--- src/rtl/led_arbiter_if.sv ---
// Request/grant and LED bundle between status sources and led_arbiter.
// The master side is the requesters; the slave side is the arbiter.
interface led_arbiter_if #(
    parameter int N_REQ = 4
);
    logic [N_REQ-1:0]   req;
    logic [3*N_REQ-1:0] pattern;
    logic [N_REQ-1:0]   grant;
    logic               busy;
    logic               led_r;
    logic               led_g;
    logic               led_b;

    modport master (
        output req,
        output pattern,
        input  grant,
        input  busy,
        input  led_r,
        input  led_g,
        input  led_b
    );

    modport slave (
        input  req,
        input  pattern,
        output grant,
        output busy,
        output led_r,
        output led_g,
        output led_b
    );
endinterface

--- src/rtl/led_arbiter.sv ---
// Round-robin owner of the RGB LED with minimum display time and a green heartbeat when idle.
// Optional LED_ARB_PREEMPT_EN makes requester 0 preempt any other owner.
module led_arbiter #(
    parameter int N_REQ       = 4,
    parameter int HOLD_CYCLES = 13_500_000,
    parameter int HB_BIT      = 21
) (
    input  logic         clk,
    input  logic         rst,
    led_arbiter_if.slave bus
);

    localparam int IDX_W = $clog2(N_REQ);
    localparam int CNT_W = $clog2(HOLD_CYCLES + 1);

    typedef enum logic [1:0] {
        IDLE,
        HOLD,
        OWN
    } state_e;

    state_e             state_q, state_d;
    logic [IDX_W-1:0]   owner_q, owner_d;
    logic [IDX_W-1:0]   last_q, last_d;
    logic [CNT_W-1:0]   cnt_q, cnt_d;
    logic [2:0]         rgb_q, rgb_d;
    logic [2:0]         led_q, led_d;
    logic [23:0]        hb_q, hb_d;

    logic               doGrant;
    logic [IDX_W-1:0]   grantIdx;
    logic [IDX_W-1:0]   pickIdx;
    logic               ownerReq;
    logic               releaseOk;
    logic [N_REQ-1:0]   grantOh;

    // First asserted request after 'from', wrapping; 'from' itself is checked last.
    function automatic logic [IDX_W-1:0] rrPick(input logic [N_REQ-1:0] r,
                                                input logic [IDX_W-1:0] from);
        logic [IDX_W-1:0] pick;
        int               idx;
        pick = from;
        for (int k = N_REQ; k >= 1; k--) begin
            idx = (int'(from) + k) % N_REQ;
            if (r[idx]) begin
                pick = IDX_W'(idx);
            end
        end
        return pick;
    endfunction

    function automatic logic [2:0] sliceOf(input logic [3*N_REQ-1:0] p,
                                           input logic [IDX_W-1:0]   idx);
        return p[3*int'(idx) +: 3];
    endfunction

    always_ff @(posedge clk) begin
        if (rst) begin
            state_q <= IDLE;
            owner_q <= '0;
            last_q  <= IDX_W'(N_REQ - 1);
            cnt_q   <= '0;
            rgb_q   <= '0;
            led_q   <= '0;
            hb_q    <= '0;
        end else begin
            state_q <= state_d;
            owner_q <= owner_d;
            last_q  <= last_d;
            cnt_q   <= cnt_d;
            rgb_q   <= rgb_d;
            led_q   <= led_d;
            hb_q    <= hb_d;
        end
    end

    // last_q equals the owner whenever the LED is owned, so one search serves idle and handover.
    always_comb begin
        state_d   = state_q;
        owner_d   = owner_q;
        last_d    = last_q;
        cnt_d     = cnt_q;
        rgb_d     = rgb_q;
        hb_d      = hb_q + 24'd1;
        doGrant   = 1'b0;
        grantIdx  = owner_q;
        pickIdx   = rrPick(bus.req, last_q);
        ownerReq  = bus.req[owner_q];
        releaseOk = 1'b0;

        case (state_q)
            IDLE: begin
                if (|bus.req) begin
                    doGrant  = 1'b1;
                    grantIdx = pickIdx;
                end
            end
            HOLD, OWN: begin
                if (ownerReq) begin
                    rgb_d = sliceOf(bus.pattern, owner_q);
                end
                releaseOk = (state_q == OWN) || (cnt_q == CNT_W'(HOLD_CYCLES - 1));
                if (!releaseOk) begin
                    cnt_d = cnt_q + 1'b1;
                end else if (ownerReq) begin
                    state_d = OWN;
                end else if (|bus.req) begin
                    doGrant  = 1'b1;
                    grantIdx = pickIdx;
                end else begin
                    state_d = IDLE;
                end
            end
            default: begin
                state_d = IDLE;
            end
        endcase

`ifdef LED_ARB_PREEMPT_EN
        if ((state_q != IDLE) && (owner_q != '0) && bus.req[0]) begin
            doGrant  = 1'b1;
            grantIdx = '0;
        end
`endif

        if (doGrant) begin
            state_d = HOLD;
            owner_d = grantIdx;
            last_d  = grantIdx;
            cnt_d   = '0;
            rgb_d   = sliceOf(bus.pattern, grantIdx);
        end
    end

    // LEDs are registered from the next-state view so they move on the same edge as grant.
    always_comb begin
        grantOh = '0;
        if (state_q != IDLE) begin
            grantOh[owner_q] = 1'b1;
        end
        if (state_d == IDLE) begin
            led_d = {1'b0, hb_d[HB_BIT], 1'b0};
        end else begin
            led_d = rgb_d;
        end
    end

    assign bus.grant = grantOh;
    assign bus.busy  = (state_q != IDLE);
    assign bus.led_r = led_q[2];
    assign bus.led_g = led_q[1];
    assign bus.led_b = led_q[0];

endmodule

--- src/flat_wrapper.sv ---
// flat-port wrapper written by rule: the top's interface ports become plain ports
module led_arbiter_flat 
#(
    parameter int N_REQ       = 4,
    parameter int HOLD_CYCLES = 13_500_000,
    parameter int HB_BIT      = 21
)
  (clk, rst, bus_req, bus_pattern, bus_grant, bus_busy, bus_led_r, bus_led_g, bus_led_b);
  led_arbiter_if #(.N_REQ(N_REQ)) bus_i ();
  input  logic clk;
  input  logic rst;
  input wire logic [$bits(bus_i.req)-1:0] bus_req;
  input wire logic [$bits(bus_i.pattern)-1:0] bus_pattern;
  output wire logic [$bits(bus_i.grant)-1:0] bus_grant;
  output wire logic [$bits(bus_i.busy)-1:0] bus_busy;
  output wire logic [$bits(bus_i.led_r)-1:0] bus_led_r;
  output wire logic [$bits(bus_i.led_g)-1:0] bus_led_g;
  output wire logic [$bits(bus_i.led_b)-1:0] bus_led_b;
  assign bus_i.req = bus_req;
  assign bus_i.pattern = bus_pattern;
  assign bus_grant = bus_i.grant;
  assign bus_busy = bus_i.busy;
  assign bus_led_r = bus_i.led_r;
  assign bus_led_g = bus_i.led_g;
  assign bus_led_b = bus_i.led_b;
  led_arbiter #(.N_REQ(N_REQ), .HOLD_CYCLES(HOLD_CYCLES), .HB_BIT(HB_BIT)) u_core (.clk(clk), .rst(rst), .bus(bus_i));
endmodule
--- config.mk ---
export PLATFORM = sky130hd
export DESIGN_NAME = led_arbiter_flat
export DESIGN_NICKNAME = d
export VERILOG_FILES = /design/src/rtl/led_arbiter_if.sv /design/src/rtl/led_arbiter.sv /design/src/flat_wrapper.sv
export SDC_FILE = /design/constraint.sdc
export NUM_CORES = 1
export LEC_CHECK = 0
export CORE_UTILIZATION = 58
export DETAILED_ROUTE_END_ITERATION = 10
export HOLD_SLACK_MARGIN = 0.15
export PLACE_DENSITY = 0.77
export SLEW_MARGIN = 10
export SYNTH_ARGS = -nofsm -noshare
export SYNTH_HDL_FRONTEND = slang
export SYNTH_SLANG_ARGS = --single-unit
--- constraint.sdc ---
create_clock -name clk -period 2.88 [get_ports clk]
set_input_delay 0.432 -clock clk [delete_from_list [all_inputs] [get_ports clk]]
set_output_delay 0.432 -clock clk [all_outputs]
set_load 0.01 [all_outputs]
Yosys cells after proc, flatten, opt, wreduce, memory -nomap -nowiden
Index checks and enable logic that the tools add are counted.
- add/subtract/negate cells: 6
- $mul: 2
- $lt $le $gt $ge: 6
- equality and inequality tests: 3
- shift-type cells: 2
- mux-type cells: 38
- bitwise operators: 5
- reduce and logical (&&, ||, !) cells: 14
- operators with widths (cell ; number):
    $shiftx 12x32->3 ; 2
    $add 24x1->24 const B ; 2
    $eq 24x24->1 const B ; 1
    $mux 2 ; 12
    $lt 3x4->1 const B ; 4
    $reduce_or 2->1 ; 7
    $mux 1 ; 13
    $bmux 1 s2 ; 5
    $mux 3 ; 3
    $mul 2x2->4 const A ; 2
    $pmux 2 s2 ; 2
    $add 2x1->2 const B ; 2
    $add 2x2->2 const B ; 2
    $and 1x1->1 const A ; 4
    $logic_not 2->1 ; 2
    $mux 4 ; 1
    $reduce_or 4->1 ; 1
    $lt 2x3->1 const B ; 1
    $demux 1 s2 ; 1
    $eq 2x1->1 const B ; 1
    $eq 2x2->1 const B ; 1
    $ge 2x1->1 const B ; 1
    $pmux 1 s2 ; 1
    $reduce_and 2->1 ; 1
    other kinds (4) ; 4
- flip-flop bits (word level): 60
- input bits: 18
- output and inout bits: 8
- word-level logic and storage cells: 84

Logic depth before layout (Yosys ltp)
Gate-level depths: netlist of the first run.
- depth after elaboration: 18
- gate-level depth with buffers: 12

Worst setup path before layout of the first run
Ideal clock, no wire load.
- path type: reg-to-reg
- start: register u_core.cnt_q[0]
- end: register u_core.rgb_q[0]
- library setup time: 138 ps
- data arrival time: 2269 ps
- data required time: 2742 ps
- slack: 473 ps
- cell stages (with the launch flop): 10
- path buffers: 0
- period minus slack after synthesis: 2407 ps
- path through: dfxtp_1 -> ha_1 -> nand4b_1 -> nor4_2 -> a21oi_2 -> a2111oi_4 -> a21oi_4 -> mux2_1 -> o2bb2ai_1 -> a211oi_1
- word-level cells in the longest chain between the ends: 7
- elaborated cells between the ends (all ways): 9
- those cells by class: mul (1); eq/ne (1); shift (1); mux (5); reduce/logical (1)
- ends and longest elaborated chain (element ; line ; RTL):
    start, declared ; led_arbiter.sv:25 ; logic [CNT_W-1:0] cnt_q, cnt_d;
    start signal, assigned ; led_arbiter.sv:70 ; cnt_q <= cnt_d;
    $eq 24x24->1 * ; led_arbiter.sv:102 ; releaseOk = (state_q == OWN) || (cnt_q == CNT_W'(HOLD_CYCLES - 1));
    $logic_or 1x1->1 * ; led_arbiter.sv:102 ;
    $mux 2 ; led_arbiter.sv:103 ; if (!releaseOk) begin
    $pmux 2 s2 ; led_arbiter.sv:91 ; case (state_q)
    $mul 2x2->4 ; led_arbiter.sv:54 ; return p[3*int'(idx) +: 3];
    $shiftx 12x32->3 ; led_arbiter.sv:54 ;
    $mux 3 * ; led_arbiter.sv:126 ; if (doGrant) begin
    end signal, assigned ; led_arbiter.sv:71 ; rgb_q <= rgb_d;
    end, declared ; led_arbiter.sv:26 ; logic [2:0] rgb_q, rgb_d;
Every way passes the cells marked *; elsewhere a longest branch is shown, timed or not.
A chain may end at the register's enable or synchronous reset.

Worst setup path after layout of the first run
- start: register u_core.state_q[1]
- end: register u_core.rgb_q[0]
- word-level cells in the longest chain between the ends: 7
- elaborated cells between the ends (all ways): 13
- those cells by class: mul (1); eq/ne (2); shift (1); mux (6); reduce/logical (3)
- ends and longest elaborated chain (element ; line ; RTL):
    start, declared ; led_arbiter.sv:22 ; state_e state_q, state_d;
    start signal, assigned ; led_arbiter.sv:67 ; state_q <= state_d;
    $eq 2x2->1 ; led_arbiter.sv:91, led_arbiter.sv:102 ;
    $logic_or 1x1->1 ; led_arbiter.sv:102 ;
    $mux 2 ; led_arbiter.sv:103 ;
    $pmux 2 s2 ; led_arbiter.sv:91 ;
    $mul 2x2->4 ; led_arbiter.sv:54 ;
    $shiftx 12x32->3 ; led_arbiter.sv:54 ;
    $mux 3 * ; led_arbiter.sv:126 ;
Marks and branches as above.

==> results of run 1 <==
-- kinds of logic (layout without fill, tap and decap cells) --
group	after synthesis	in the layout	synth area share
buffers and inverters	26	68	0.0317
muxes	19	19	0.0751
DFF	58	58	0.373
and+or+nand+nor	168	168	0.274
AOI/OAI and AO/OA	44	44	0.110
adders and majority gates	5	5	0.0201
xor gates and xnor gates	41	41	0.115
-- flip-flops by register name, indices dropped and copies added (netlist names) --
register,flops
u_core.cnt_q,24
u_core.hb_q,22
u_core.led_q,3
u_core.rgb_q,3
u_core.last_q,2
u_core.owner_q,2
u_core.state_q,2
-- routing by layer --
layer  routed length, um  track usage  up-vias
met5                   0            0        -
met4                 143        0.119        0
met3                 288       0.0830       14
met2                3110        0.381       61
met1                2880        0.321     1211
li1                    -            -     1326
-- worst min-delay path by stage --
stage,start,to,slack [ns],cells past startpoint
finish,u_core.hb_q[0],u_core.hb_q[0],0.45,1
global route,u_core.hb_q[0],u_core.hb_q[0],0.48,1
CTS,u_core.hb_q[0],u_core.hb_q[0],0.45,1
detailed placement,u_core.hb_q[0],u_core.hb_q[0],0.44,1
global placement,u_core.hb_q[0],u_core.hb_q[0],0.43,1
floorplan,u_core.hb_q[0],u_core.hb_q[0],0.41,1
-- area by class of cell --
cell class | instances | area (um^2)
repair buffers | 42 | 378
inverters | 10 | 37.5
multi-input cells | 277 | 1850
well taps | 70 | 87.6
flip-flops and latches | 58 | 1160
fillers | 404 | 1390
clock inverters | 4 | 73.8
clock buffers | 12 | 155
-- power by group --
part	switching (W)	internal, W
clock	0.000325	0.000535
sequential	0.0000212	0.000829
combinational	0.000151	0.000151
-- through the flow --
step	area [um^2]	utilization	cells	hold slack [ns]
finish	3750	0.729	473	0.447
global route	3750	0.729	473	0.476
CTS	3750	0.729	473	0.447
detailed placement	3520	0.685	457	0.437
global placement	3520	0.685	457	0.431
floorplan	3110	-	361	0.413
-- cell usage in the layout, fill, tap and decap left out, types with 2 or more instances in the layout --
cell type and n:
nand2_1 27, nand2b_1 7, nor4_1 2, xnor2_1 14, nor4_2 2, ha_1 5, nor2_1 64, nand3_1 15
a21oi_2 3, nor3_1 6, clkbuf_8 11, mux2i_1 11, o21ai_0 7, bufinv_16 2, or3_1 3, o22ai_1 2
and4_1 2, dfxtp_1 58, xor2_1 27, mux2_2 4, nor2b_1 6, and2_0 2, nor3b_1 2, nand4_1 10
buf_4 17, mux4_2 3, clkdlybuf4s50_1 25, nand4b_1 2, a211oi_1 2, a21oi_1 11, inv_1 10, and3_1 10
o21a_1 2
-- worst max-delay path: stages (launching register included) --
cell	delay, ns
dfxtp_1	0.42
inv_1	0.06
ha_1	0.37
nand2_1	0.08
o22ai_1	0.23
nor2_1	0.11
or3_1	0.38
o21a_1	0.22
nor2_1	0.29
o2bb2ai_1	0.19
a211oi_1	0.07
==> results.md, run 1 <==
* WP data arrival at 2.77 ns
* Share of cells above drive strength 1 at 0.134
* Peak VDD IR at 0.389 mV
* Max-cap violations at 0
* Worst-skew pair later-pin latency at 0.34 ns
* Crit end category: register
* Synth async-reset ratio at 0
* Pins Over Slew Limit at 0
* Final #Nets at 421
* Startpoint types: register
* Via count at 2612
* # clock sinks at 58
* Die Wd at 75.3 um
* # setup viols final at 0
* Clock H-tree levels at 3
* Final WS setup at 0.339 ns
* Setup TNS at 0 ns
* Setup CP Type: register to register
* Syn avg cell area at 8.63 um^2
* Top cells by area, synth: dfxtp_1, nor2_1, xor2_1
* RSZ-0062 raised after global routing: false
* Die H at 75.3 um
* Post-CTS Hold Buffers at 0
* Syn Inst Count at 361
* First-pass GRT wire length at 10.5 mm
* Initial antenna violation count at 0
* Period minus WS final at 2.54 ns
* Reg clk slew, reported paths at 0.07 ns
* Worst-Margin Slew at 0.502 ns
* CTS tree: built
* Number of port buffers at 25
* Most used DFF post-synth: dfxtp_1
* Core ar. at 0.00514 mm^2
* Pin count of the biggest net entering global routing at 25
* Die area at 0.00567 mm^2
* Total grt overflow at 0
* Fin. Hold Viols at 0
* WL per Instance at 13.6 um
* Period utilization at 0.882
* Worst Setup EP: u_core.rgb_q[0]
* Synth top area share at 0.373
* Synth warnings at 0
* Synth cell count leaders: nor2_1, dfxtp_1, nand2_1, xor2_1, nand3_1
* CTS Root Cell: clkbuf_8
* Maximum clock frequency at 394 MHz
* Max clock buf depth at 2
* Vias per inst at 5.52
* Final Power at 0.00201 W
* Reg2reg end: u_core.rgb_q[0]
* Rel. slew slack at 0.665
* Power per standard cell area at 537 mW/mm^2
* Largest area contributor in the netlist: dfxtp_1
* Most numerous cell in the Yosys netlist: nor2_1
* Post-CTS sizing at 0
* Seq cells post-synth at 58
* DRC at 0
* Pre-Repair DR Iteration Count at 4
* FP Rows at 26
* Mapped cell area at 0.00311 mm^2
* R2R setup slack at 0.34 ns
* Sequential-to-total area share from yosys stat at 0.373
* Hpwl dp at 4.59 mm
* Status: finished, final reports clean
* Initial cell density of the core at 0.606
* Required @ worst endpoint at 3.11 ns
* CTS Buf Count at 9
* Pre-CTS setup slack at 0.0418 ns
* Number of synthesized flops with an enable pin at 0
* RD Place Congestion at 0.876
* Leakage at 1.42 nW
* Gr usage total at 0.250
* Setup bufs post-CTS at 0
* Drt total wl at 6.43 mm
* Number of global-route vias before repair at 2329
* Worst r2r src: u_core.state_q[1]
* CP Max Fanout at 6
* Final ANT Viol Nets at 0
* Crit path from: u_core.state_q[1]
* Ant. Diodes at 0
* Post-synthesis cell type count at 58
* 1st-iter DRT viols at 133
* Syn nets at 384
* Synthesis-to-layout area growth at 20.3%
* I/O pin cnt at 26
* Worst min-delay path class: register to register
* Skew final at 0.00962 ns
* Reg2Reg Depth at 10
Note: power is estimated with default switching activity, not from simulation.
==> run 2, diff against run 1 <==
--- a/config.mk
+++ b/config.mk
@@ -5,10 +5,10 @@
 export SDC_FILE = /design/constraint.sdc
 export NUM_CORES = 1
 export LEC_CHECK = 0
-export CORE_UTILIZATION = 58
+export CORE_UTILIZATION = 62
 export DETAILED_ROUTE_END_ITERATION = 10
 export HOLD_SLACK_MARGIN = 0.15
-export PLACE_DENSITY = 0.77
+export PLACE_DENSITY = 0.81
 export SLEW_MARGIN = 10
 export SYNTH_ARGS = -nofsm -noshare
 export SYNTH_HDL_FRONTEND = slang
==> constraint.sdc (replaced) <==
create_clock -name clk -period 3 [get_ports clk]
set_input_delay 0.45 -clock clk [delete_from_list [all_inputs] [get_ports clk]]
set_output_delay 0.45 -clock clk [all_outputs]
set_load 0.01 [all_outputs]
==> run 2 against run 1 <==
  * Wire length increased by 4.1%
  * Critical path type unchanged
  * Largest cell class unchanged
  * Cell count decreased by 1.9%
  * Clock skew decreased by 0.0030 ns
==> results.md, run 2 (same netlist as run 1, synthesis figures left out) <==
* Largest regs: u_core.cnt_q: 24 flops, u_core.hb_q: 22 flops
* Post-CTS Hold Buffers at 0 (unchanged)
* Pin count of the biggest net entering global routing at 25 (unchanged)
* Initial antenna violation count at 0 (unchanged)
* Clock group share of total power at 0.404 (-0.023)
* Fin. Hold Viols at 0 (unchanged)
* Fill cell count at 346 (-14%)
* Required @ worst endpoint at 3.27 ns (+0.16 ns)
* Number of port buffers at 25 (unchanged)
* Die area at 0.00531 mm^2 (-6.3%)
* Period minus WS final at 2.73 ns (+0.189 ns)
* First-pass GRT wire length at 10.8 mm (+3.4%)
* Max-cap violations at 0 (unchanged)
* # clock sinks at 58 (unchanged)
* Via count at 2620 (+0.31%)
* Peak VDD IR at 0.377 mV (-3.1%)
* Initial cell density of the core at 0.651 (+0.0448)
* Die H at 72.9 um (-3.2%)
* Setup TNS at 0 ns (unchanged)
* Worst-skew pair later-pin latency at 0.34 ns (about the same)
* Synthesis-to-layout area growth at 18.3%
* Status: finished, final reports clean
* Sw Pwr at 0.000485 W (-2.3%)
* Combinational share of power at 0.150 (about the same)
* I/O pin cnt at 26 (unchanged)
* Pre-CTS setup slack at 0.109 ns (+0.0674 ns)
* R2R setup slack at 0.27 ns (-0.07 ns)
* WP data arrival at 3.00 ns (+0.23 ns)
* Share of cells above drive strength 1 at 0.121 (-0.0131)
* Vias per inst at 5.65 (+2.3%)
* WL per Instance at 14.4 um (+6.1%)
* Rel. slew slack at 0.614 (-0.0504)
* RD Place Congestion at 0.889 (+1.5%)
* Die Wd at 72.9 um (-3.2%)
* Worst min-delay path class: register to register
* Internal power at 0.00136 W (-10%)
* Period utilization at 0.910 (+0.0278)
* CP Max Fanout at 5 (-1)
* Pins Over Slew Limit at 0 (unchanged)
* Ant. Diodes at 0 (unchanged)
* Part of the power in registers at 0.445 (+0.022)
* Reg clk slew, reported paths at 0.07 ns (about the same)
* # setup viols final at 0 (unchanged)
* CTS Root Cell: clkbuf_8
* Number of global-route vias before repair at 2391 (+2.7%)
* Startpoint types: register
* 1st-iter DRT viols at 196 (+47%)
* Core ar. at 0.00479 mm^2 (-6.9%)
* Final #Nets at 415 (-1.4%)
* Number of flip-flops in the largest register at 24 (unchanged)
* CTS Buf Count at 9 (unchanged)
* Drt total wl at 6.69 mm (+4.1%)
* Pre-Repair DR Iteration Count at 4 (unchanged)
* Worst-Margin Slew at 0.577 ns (+0.0745 ns)
* Gr usage total at 0.267 (+0.0171)
* Final ANT Viol Nets at 0 (unchanged)
* Crit path largest cell delay at 0.42 ns (about the same)
* Leakage at 1.39 nW (-2.2%)
* RSZ-0062 raised after global routing: false
* Crit end category: register
* Power per standard cell area at 502 mW/mm^2 (-6.5%)
* Final WS setup at 0.270 ns (-0.0691 ns)
* Setup CP Type: register to register
* Commonest non-fill, non-tap cell in the layout: nor2_1
* CP max stage cell: a2111oi_4
* Maximum clock frequency at 366 MHz (-6.9%)
* Total grt overflow at 0 (unchanged)
* CTS tree: built
* Top reg by flops: u_core.cnt_q
* Most frequent cells in the layout: nor2_1, dfxtp_1, nand2_1, xor2_1, clkdlybuf4s50_1
* Sw Share at 0.263 (+0.0155)
* FP Rows at 25 (-3.8%)
* DRC at 0 (unchanged)
* Clock H-tree levels at 3 (unchanged)
* Skew final at 0.00663 ns (-0.00299 ns)
* Hpwl dp at 4.54 mm (-1.0%)
* Crit path cell chain: ha_1, nand4b_1, nor4_4, a21oi_2, a2111oi_4, a21oi_4, buf_4, mux2i_1, mux2_2, o22ai_2
* Max clock buf depth at 2 (unchanged)
run 2: per-layer routing:
layer / vias up / GRT usage / part of all wire
met3: 10 / 0.0622 / 0.041
met2: 54 / 0.437 / 0.48
met4: 0 / 0.0741 / 0.010
met5: - / 0 / 0
li1: 1314 / - / -
met1: 1242 / 0.354 / 0.47
run 2: critical path, delay by kind of cell (launching register included):
kind,cells,cell delay [ns]
AO/OA/AOI/OAI,4,0.80
multiplexers,2,0.40
flip-flops,1,0.40
buffers and inverters,1,0.19
AND/OR/NAND/NOR,2,0.58
adder cells (fa/ha/maj),1,0.30
run 2: path summary, 6_finish.rpt:
check / endpoint / start / cells past startpoint
min: u_core.hb_q[0] / u_core.hb_q[0] / 1
max reg2reg: u_core.rgb_q[1] / u_core.cnt_q[0] / 10
max: u_core.rgb_q[1] / u_core.cnt_q[0] / 10
min reg2reg: u_core.hb_q[0] / u_core.hb_q[0] / 1
run 2: cell type report:
class / count / area, um^2 / share of cell area
multi-input cells: 277 / 1860 / 0.506
flip-flops and latches: 58 / 1160 / 0.315
repair buffers: 36 / 333 / 0.0904
clock buffers: 12 / 155 / 0.0421
well taps: 67 / 83.8 / 0.0228
clock inverters: 4 / 50.0 / 0.0136
inverters: 10 / 37.5 / 0.0102
run 2: through the flow:
| step | hold slack [ns] | area, um^2 | cells | util | power [W] |
|---|---|---|---|---|---|
| 3_3_place_gp | 0.425 | 3470 | 448 | 0.725 | 0.00111 |
| 6_report | 0.441 | 3680 | 464 | 0.770 | 0.00185 |
| 2_1_floorplan | 0.413 | 3110 | 361 | - | 0.00101 |
| 5_1_grt | 0.478 | 3680 | 464 | 0.770 | 0.00191 |
| 4_1_cts | 0.442 | 3670 | 464 | 0.768 | 0.00185 |
| 3_5_place_dp | 0.432 | 3470 | 448 | 0.725 | 0.00111 |
run 2: power groups by stage:
stage                     Combinational, W  Clock (W)  Sequential (W)
after floorplan                   0.000187          0        0.000828
after global placement            0.000267          0        0.000839
after detailed placement          0.000273          0        0.000839
after CTS                         0.000277   0.000749        0.000823
after global routing              0.000303   0.000784        0.000826
final                             0.000278   0.000748        0.000823
run 2: repair_timing:
item	in CTS	in global routing
gates resized for setup	0	1
setup endpoints to repair	0	1
buffers inserted	0	0
